### src/rtl/p_mul_seq_pkg.sv
// Shared constants and lane lookups for the sequential packed multiplier.
// Lane geometry is derived from the one-hot pack width so every block agrees on it.
package p_mul_seq_pkg;

   localparam int PW_32 = 0;
   localparam int PW_16 = 1;
   localparam int PW_8  = 2;
   localparam int PW_4  = 3;
   localparam int PW_2  = 4;

   typedef enum logic [1:0] {
      IDLE = 2'd0,
      RUN  = 2'd1,
      DONE = 2'd2
   } state_t;

   function automatic logic pw_valid(input logic [4:0] pw);
      return $onehot(pw);
   endfunction

   // Value of the iteration counter on the final RUN cycle (w-1).
   function automatic logic [4:0] term_count(input logic [4:0] pw);
      logic [4:0] tc;
      tc = 5'd0;
      case (pw)
         5'b00001: tc = 5'd31;
         5'b00010: tc = 5'd15;
         5'b00100: tc = 5'd7;
         5'b01000: tc = 5'd3;
         5'b10000: tc = 5'd1;
         default:  tc = 5'd0;
      endcase
      return tc;
   endfunction

   // Bit-index mask that maps any bit position to the LSB position of its lane.
   function automatic logic [4:0] lane_base_mask(input logic [4:0] pw);
      logic [4:0] m;
      m = 5'b00000;
      case (pw)
         5'b00010: m = 5'b10000;
         5'b00100: m = 5'b11000;
         5'b01000: m = 5'b11100;
         5'b10000: m = 5'b11110;
         default:  m = 5'b00000;
      endcase
      return m;
   endfunction

   function automatic logic [31:0] lane_lsb_mask(input logic [4:0] pw);
      logic [31:0] m;
      m = 32'h0000_0001;
      case (pw)
         5'b00010: m = 32'h0001_0001;
         5'b00100: m = 32'h0101_0101;
         5'b01000: m = 32'h1111_1111;
         5'b10000: m = 32'h5555_5555;
         default:  m = 32'h0000_0001;
      endcase
      return m;
   endfunction

   function automatic logic [31:0] lane_msb_mask(input logic [4:0] pw);
      logic [31:0] m;
      m = 32'h8000_0000;
      case (pw)
         5'b00010: m = 32'h8000_8000;
         5'b00100: m = 32'h8080_8080;
         5'b01000: m = 32'h8888_8888;
         5'b10000: m = 32'hAAAA_AAAA;
         default:  m = 32'h8000_0000;
      endcase
      return m;
   endfunction

endpackage

### src/rtl/p_mul_seq_if.sv
// Request/response bus of the sequential packed multiplier.
interface p_mul_seq_if;
   logic        req_valid;
   logic        req_ready;
   logic [31:0] lhs;
   logic [31:0] rhs;
   logic [4:0]  pw;
   logic        clmul;
   logic        rsp_valid;
   logic        rsp_ready;
   logic [31:0] result;

   modport master (
      output req_valid, lhs, rhs, pw, clmul, rsp_ready,
      input  req_ready, rsp_valid, result
   );

   modport slave (
      input  req_valid, lhs, rhs, pw, clmul, rsp_ready,
      output req_ready, rsp_valid, result
   );
endinterface

### src/rtl/p_addsub.sv
// Packed adder/subtractor: carries are restarted at every lane LSB, so no
// carry or borrow ever crosses a lane boundary.
module p_addsub
   import p_mul_seq_pkg::*;
(
   input  logic [31:0] a,
   input  logic [31:0] b,
   input  logic [4:0]  pw,
   input  logic        sub,
   output logic [31:0] y
);

   logic [4:0] base;
   logic       carry;
   logic       bi;

   // Ripple per bit; a lane start reloads the carry with the subtract carry-in.
   always_comb begin
      base  = lane_base_mask(pw);
      carry = 1'b0;
      bi    = 1'b0;
      y     = '0;
      for (int i = 0; i < 32; i++) begin
         if ((5'(i) & ~base) == 5'd0)
            carry = sub;
         bi    = b[i] ^ sub;
         y[i]  = a[i] ^ bi ^ carry;
         carry = (a[i] & bi) | (carry & (a[i] ^ bi));
      end
   end

endmodule

### src/rtl/p_mul_seq.sv
// Multi-cycle packed multiplier: one shift-and-add step per cycle across all lanes,
// integer (via p_addsub) or carry-less (XOR) accumulation, request/response handshake.
module p_mul_seq
   import p_mul_seq_pkg::*;
(
   input  logic         clock,
   input  logic         resetn,
   input  logic         flush,
   p_mul_seq_if.slave   bus
);

   state_t      state;
   state_t      state_nxt;
   logic [31:0] acc;
   logic [31:0] lhs_sh;
   logic [31:0] rhs_sh;
   logic [4:0]  count;
   logic [4:0]  pw_q;
   logic        clmul_q;

   logic        accept;
   logic        last;
   logic [4:0]  base;
   logic [31:0] gate;
   logic [31:0] gated;
   logic [31:0] sum;
   logic [31:0] acc_nxt;

   assign bus.req_ready = (state == IDLE) && resetn;
   assign bus.rsp_valid = (state == DONE);
   assign bus.result    = (state == DONE) ? acc : 32'd0;

   assign accept = bus.req_valid && bus.req_ready;
   assign last   = (count == term_count(pw_q));
   assign base   = lane_base_mask(pw_q);

   // Broadcast each lane's multiplier LSB over the whole lane to gate the multiplicand.
   always_comb begin
      gate = '0;
      for (int i = 0; i < 32; i++)
         gate[i] = rhs_sh[5'(i) & base];
   end

   assign gated   = lhs_sh & gate;
   assign acc_nxt = clmul_q ? (acc ^ gated) : sum;

   p_addsub u_addsub (
      .a   (acc),
      .b   (gated),
      .pw  (pw_q),
      .sub (1'b0),
      .y   (sum)
   );

   always_ff @(posedge clock or negedge resetn) begin
      if (!resetn)
         state <= IDLE;
      else
         state <= state_nxt;
   end

   // Flush overrides every transition, including an accept or a DONE handshake.
   always_comb begin
      state_nxt = state;
      if (flush) begin
         state_nxt = IDLE;
      end else begin
         case (state)
            IDLE: if (accept) state_nxt = pw_valid(bus.pw) ? RUN : DONE;
            RUN:  if (last) state_nxt = DONE;
            DONE: if (bus.rsp_ready) state_nxt = IDLE;
            default: state_nxt = IDLE;
         endcase
      end
   end

   always_ff @(posedge clock or negedge resetn) begin
      if (!resetn) begin
         acc     <= '0;
         lhs_sh  <= '0;
         rhs_sh  <= '0;
         count   <= '0;
         pw_q    <= '0;
         clmul_q <= 1'b0;
      end else if (flush) begin
         acc   <= '0;
         count <= '0;
      end else begin
         case (state)
            IDLE: begin
               if (accept) begin
                  lhs_sh  <= bus.lhs;
                  rhs_sh  <= bus.rhs;
                  pw_q    <= bus.pw;
                  clmul_q <= bus.clmul;
                  acc     <= '0;
                  count   <= '0;
               end
            end
            RUN: begin
               acc    <= acc_nxt;
               lhs_sh <= (lhs_sh << 1) & ~lane_lsb_mask(pw_q);
               rhs_sh <= (rhs_sh >> 1) & ~lane_msb_mask(pw_q);
               count  <= count + 5'd1;
            end
            default: begin
            end
         endcase
      end
   end

endmodule

### src/flat_wrapper.sv
// flat-port wrapper written by rule: the top's interface ports become plain ports
module p_mul_seq_flat import p_mul_seq_pkg::*;
  (clock, resetn, flush, bus_req_valid, bus_lhs, bus_rhs, bus_pw, bus_clmul, bus_rsp_ready, bus_req_ready, bus_rsp_valid, bus_result);
  p_mul_seq_if bus_i ();
  input  logic clock;
  input  logic resetn;
  input  logic flush;
  input wire logic [$bits(bus_i.req_valid)-1:0] bus_req_valid;
  input wire logic [$bits(bus_i.lhs)-1:0] bus_lhs;
  input wire logic [$bits(bus_i.rhs)-1:0] bus_rhs;
  input wire logic [$bits(bus_i.pw)-1:0] bus_pw;
  input wire logic [$bits(bus_i.clmul)-1:0] bus_clmul;
  input wire logic [$bits(bus_i.rsp_ready)-1:0] bus_rsp_ready;
  output wire logic [$bits(bus_i.req_ready)-1:0] bus_req_ready;
  output wire logic [$bits(bus_i.rsp_valid)-1:0] bus_rsp_valid;
  output wire logic [$bits(bus_i.result)-1:0] bus_result;
  assign bus_i.req_valid = bus_req_valid;
  assign bus_i.lhs = bus_lhs;
  assign bus_i.rhs = bus_rhs;
  assign bus_i.pw = bus_pw;
  assign bus_i.clmul = bus_clmul;
  assign bus_i.rsp_ready = bus_rsp_ready;
  assign bus_req_ready = bus_i.req_ready;
  assign bus_rsp_valid = bus_i.rsp_valid;
  assign bus_result = bus_i.result;
  p_mul_seq u_core (.clock(clock), .resetn(resetn), .flush(flush), .bus(bus_i));
endmodule
### config.mk
export PLATFORM = sky130hd
export DESIGN_NAME = p_mul_seq_flat
export DESIGN_NICKNAME = d
export VERILOG_FILES = /design/src/rtl/p_mul_seq_pkg.sv /design/src/rtl/p_mul_seq_if.sv /design/src/rtl/p_addsub.sv /design/src/rtl/p_mul_seq.sv /design/src/flat_wrapper.sv
export SDC_FILE = /design/constraint.sdc
export NUM_CORES = 1
export LEC_CHECK = 0
export CORE_ASPECT_RATIO = 1.1
export CORE_MARGIN = 5
export CORE_UTILIZATION = 55
export DETAILED_ROUTE_END_ITERATION = 6
export GPL_TIMING_DRIVEN = 0
export PLACE_DENSITY = 0.83
export SLEW_MARGIN = 5
export SYNTH_ARGS = -nofsm -noshare
export SYNTH_HDL_FRONTEND = slang
export SYNTH_SLANG_ARGS = --single-unit
### constraint.sdc
create_clock -name clock -period 19.4 [get_ports clock]
set_input_delay 5.82 -clock clock [delete_from_list [all_inputs] [get_ports clock]]
set_output_delay 5.82 -clock clock [all_outputs]
set_load 0.02 [all_outputs]
==> run summary <==
### Pwr
- proportion of total power due to net switching: 42.1%
- net switching component of the power: 393 uW
- largest vdd supply drop: 0.0492 mV
- Sequential Power Share: 37.1%
- internal power: 541 uW
- Leak: 3.81 nW
- power density over the cells: 105 mW/mm2
- part of the total power dissipated in the clock network: 19.5%
- share of power burned in combinational logic: 43.4%

### CTS
- number of sinks driven by the clock tree: 109
- worst skew pair latency: 0.36 ns
- TritonCTS clock tree: yes
- PostCTS Resize Cnt: 0
- post-CTS setup repair buffer count: 0
- clock transition at the registers of the reported paths: 0.08 ns
- Post-CTS Hold Fix Bufs: 0
- root buffer cell: clkbuf_16
- H-tree depth reported by CTS: 3
- maximum number of buffers from clock root to sink: 2
- number of buffers created by CTS: 9

### STA
- maximum clock frequency: 63.1 MHz
- slew at the pin closest to its max-slew limit: 0.821 ns
- time the worst path needs with I/O delays and setup: 15.86 ns
- final setup vio count: 0
- Hold Fails Final Rpt: 0
- post-route clock skew: 0.00854 ns
- period utilization: 81.7%
- Final TNS setup: 0 ns
- PnR worst setup slack: 3.54 ns
- setup repair after global routing missed its margin: false
- number of slew-limit violations in the final report: 0
- worst max-slew margin expressed relative to the limit: 45.2%
- worst hold slack: 0.538 ns

### Final layout
- layout overhead on the synthesized area: 21.7%
- fillcell total: 1052
- net count of the finished layout: 1124
- number of diodes: 0
- count of non-filler cells in the finished layout: 1149
- final instance area: 0.00888 mm2
- share of final-layout standard cells stronger than drive strength 1: 4.35%

### Logic synthesis
- number of instances in the synthesized netlist: 864
- most area-consuming cells after synthesis: dfrtp_1 37%, fa_1 8.8%, nand2_1 7.6%
- total of flip-flops plus latches after synthesis: 109
- Post-Synth Simple-Gate Area: 25.3%
- Synth Area per Inst: 8.45 um2
- total nets after synthesis: 1005
- mux cell area share after synthesis: 3.12%
- number of distinct library cells after synthesis: 49
- biggest area consumer among synthesized cells: dfrtp_1
- number of synthesized flops with an enable pin: 0
- Commonest cells post-synth: 148 x nand2_1, 111 x nor2_1, 109 x dfrtp_1
- Top FF cell, synth: dfrtp_1
- synth warn: 0
- most repeated cell in the gate-level netlist after synthesis: nand2_1
- largest family of logic cells by synthesized area: simple AND/OR/NAND/NOR gates
- share of the synthesized area in compound gates (AO/OA/AOI/OAI): 13.3%
- share of synthesized cell area in full adder, half adder and majority cells: 14.6%
- share of the synthesized netlist area taken by xor and xnor gates: 0.583%
- combined area of all synthesized cells: 0.00730 mm2
- proportion of netlist area held by the largest area contributor: 37.4%
- share of async-settable or async-resettable flops after synthesis: 100%
- post-synthesis sequential area ratio: 37.4%

### Setup path
- type of destination of the critical path: flip-flop
- most repeated library cell on the critical path: fa_1
- worst path buffer plus inverter count: 5
- CP arrival: 16.15 ns
- element type at the critical path start: flip-flop
- destination of the worst register-to-register timing path: u_core.acc[31]
- required time worst endpoint: 19.69 ns
- largest delay contributor family on the critical path: adder cells
- max incr delay on CP: 0.46 ns
- largest fanout on the critical path: 10
- R2R depth: 56
- critical path's slowest cell: fa_1
- slack of the worst reg-to-reg path: 3.54 ns
- worst reg2reg startpoint: u_core.pw_q[0]
- Worst Setup Path Type: flip-flop to flip-flop

### Flow run
- max-cap viol count: 0

### Placement
- dpl hpwl: 15.0 mm
- RD Place Congestion: 0.908
- total of buffers placed on input and output ports: 107
- placement-stage cell area: 0.00860 mm2
- post-placement cell count: 1133
- worst setup slack after placement: 3.54 ns

### Die
- Initial Util: 55.7%
- IO Pins: 109
- die area: 0.0157 mm2
- Die Height: 131 um
- area of the placeable core: 0.0131 mm2
- horizontal die dimension: 120 um
- cell row count: 44

### Detailed routing
- Starting DRT DRC Count: 520
- number of routed nets with antenna violations: 0
- routed via count: 6477
- drt pass-1 iters: 6
- drt drc: 0
- WL per Instance: 17.0 um
- vias per inst: 5.64
- aggregate routed wire length: 19.5 mm

### GRT
- routing usage on met1: 34.9%
- initial antenna violation count: 0
- maximum number of pins on one net before global-route repair: 74
- Most Crowded Layer GR: met2
- total gr overflow: 0
- met2 Track Usage GR: 43.8%
- global-route wire length before repair: 32.1 mm
- GRT Total Usage: 25.8%
- met3 routing resource usage after global routing: 3.49%
- number of global-route vias before repair: 6254

### Min path
- worst hold path type: flip-flop to flip-flop
- startpoint of the tightest hold check path: u_core.rhs_sh[17]
- Worst Hold Path EP: u_core.rhs_sh[16]
- number of cells traversed by the worst hold path: 2

### Outcome
- outcome: complete, no violations

-- how the worst max path moves through the flow --
stage / start / end / slack (ns) / depth (start not counted)
6_report: u_core.pw_q[0] / u_core.acc[31] / 3.54 / 56
5_1_grt: u_core.pw_q[0] / u_core.acc[31] / 2.62 / 56
4_1_cts: u_core.pw_q[0] / u_core.acc[31] / 3.45 / 56
3_5_place_dp: u_core.pw_q[0] / u_core.acc[31] / 3.54 / 56
3_3_place_gp: resetn / bus_req_ready / 2.57 / 3
2_1_floorplan: u_core.pw_q[0] / u_core.acc[31] / 4.78 / 56
-- metal layers --
layer / wire [um] / vias to the layer above
li1: - / 3095
met1: 8430 / 3073
met2: 9320 / 281
met3: 1390 / 28
met4: 392 / 0
met5: 0 / -
-- worst min-delay path: cells and delay by family (launching register included) --
family / cells / cell delay, ns
DFF: 1 / 0.38
AOI/OAI and AO/OA: 1 / 0.07
and+or+nand+nor: 1 / 0.06
-- layout make-up --
type                       count  area [um2]  area share, %
clock inverter                 5        41.3          0.465
clock buffer                  11         243           2.73
timing repair buffer         108        1100           12.4
sequential                   109        2730           30.7
multi-input combinational    650        4150           46.7
buffer                        59         249           2.80
inverter                      46         173           1.94
tap                          161         201           2.27
-- cell families (layout without fill, tap and decap cells) --
logic type / count (synthesis) / after routing
adder cells (fa/ha/maj): 66 / 66
AO/OA/AOI/OAI: 162 / 162
AND/OR/NAND/NOR: 396 / 396
buffers and inverters: 105 / 229
multiplexers: 22 / 22
XOR/XNOR: 4 / 4
flip-flops: 109 / 109
-- through the flow --
stage	util [%]	total power [mW]
2_1_floorplan	-	0.621
3_5_place_dp	65.6	0.747
6_report	67.8	0.934
3_3_place_gp	65.4	0.731
5_1_grt	67.8	1.01
4_1_cts	67.8	0.931
-- cell usage in the layout, fill, tap and decap left out, types with 32 or more instances in the layout --
| cell type | instances |
|---|---|
| fa_1 | 32 |
| nand2_1 | 148 |
| clkbuf_1 | 46 |
| ha_1 | 34 |
| a21oi_1 | 34 |
| dfrtp_1 | 109 |
| and2_1 | 39 |
| inv_1 | 46 |
| nor2_1 | 111 |
| a31oi_1 | 63 |
| clkdlybuf4s50_1 | 106 |
| o21ai_0 | 44 |
| nand3_1 | 37 |
-- power by group through the flow --
stage	clock network [mW]	logic, mW	registers (mW)
floorplan	0	0.297	0.324
global placement	0	0.385	0.345
detailed placement	0	0.400	0.347
CTS	0.183	0.405	0.343
global route	0.192	0.461	0.353
finish	0.182	0.406	0.347
-- flip-flops by register name (all words and copies together), names as in the netlist --
signal / cells
u_core.acc: 32
u_core.lhs_sh: 32
u_core.rhs_sh: 32
u_core.count: 5
u_core.pw_q: 5
u_core.state: 2
u_core.clmul_q: 1
Power figures use the tool's default switching activity.
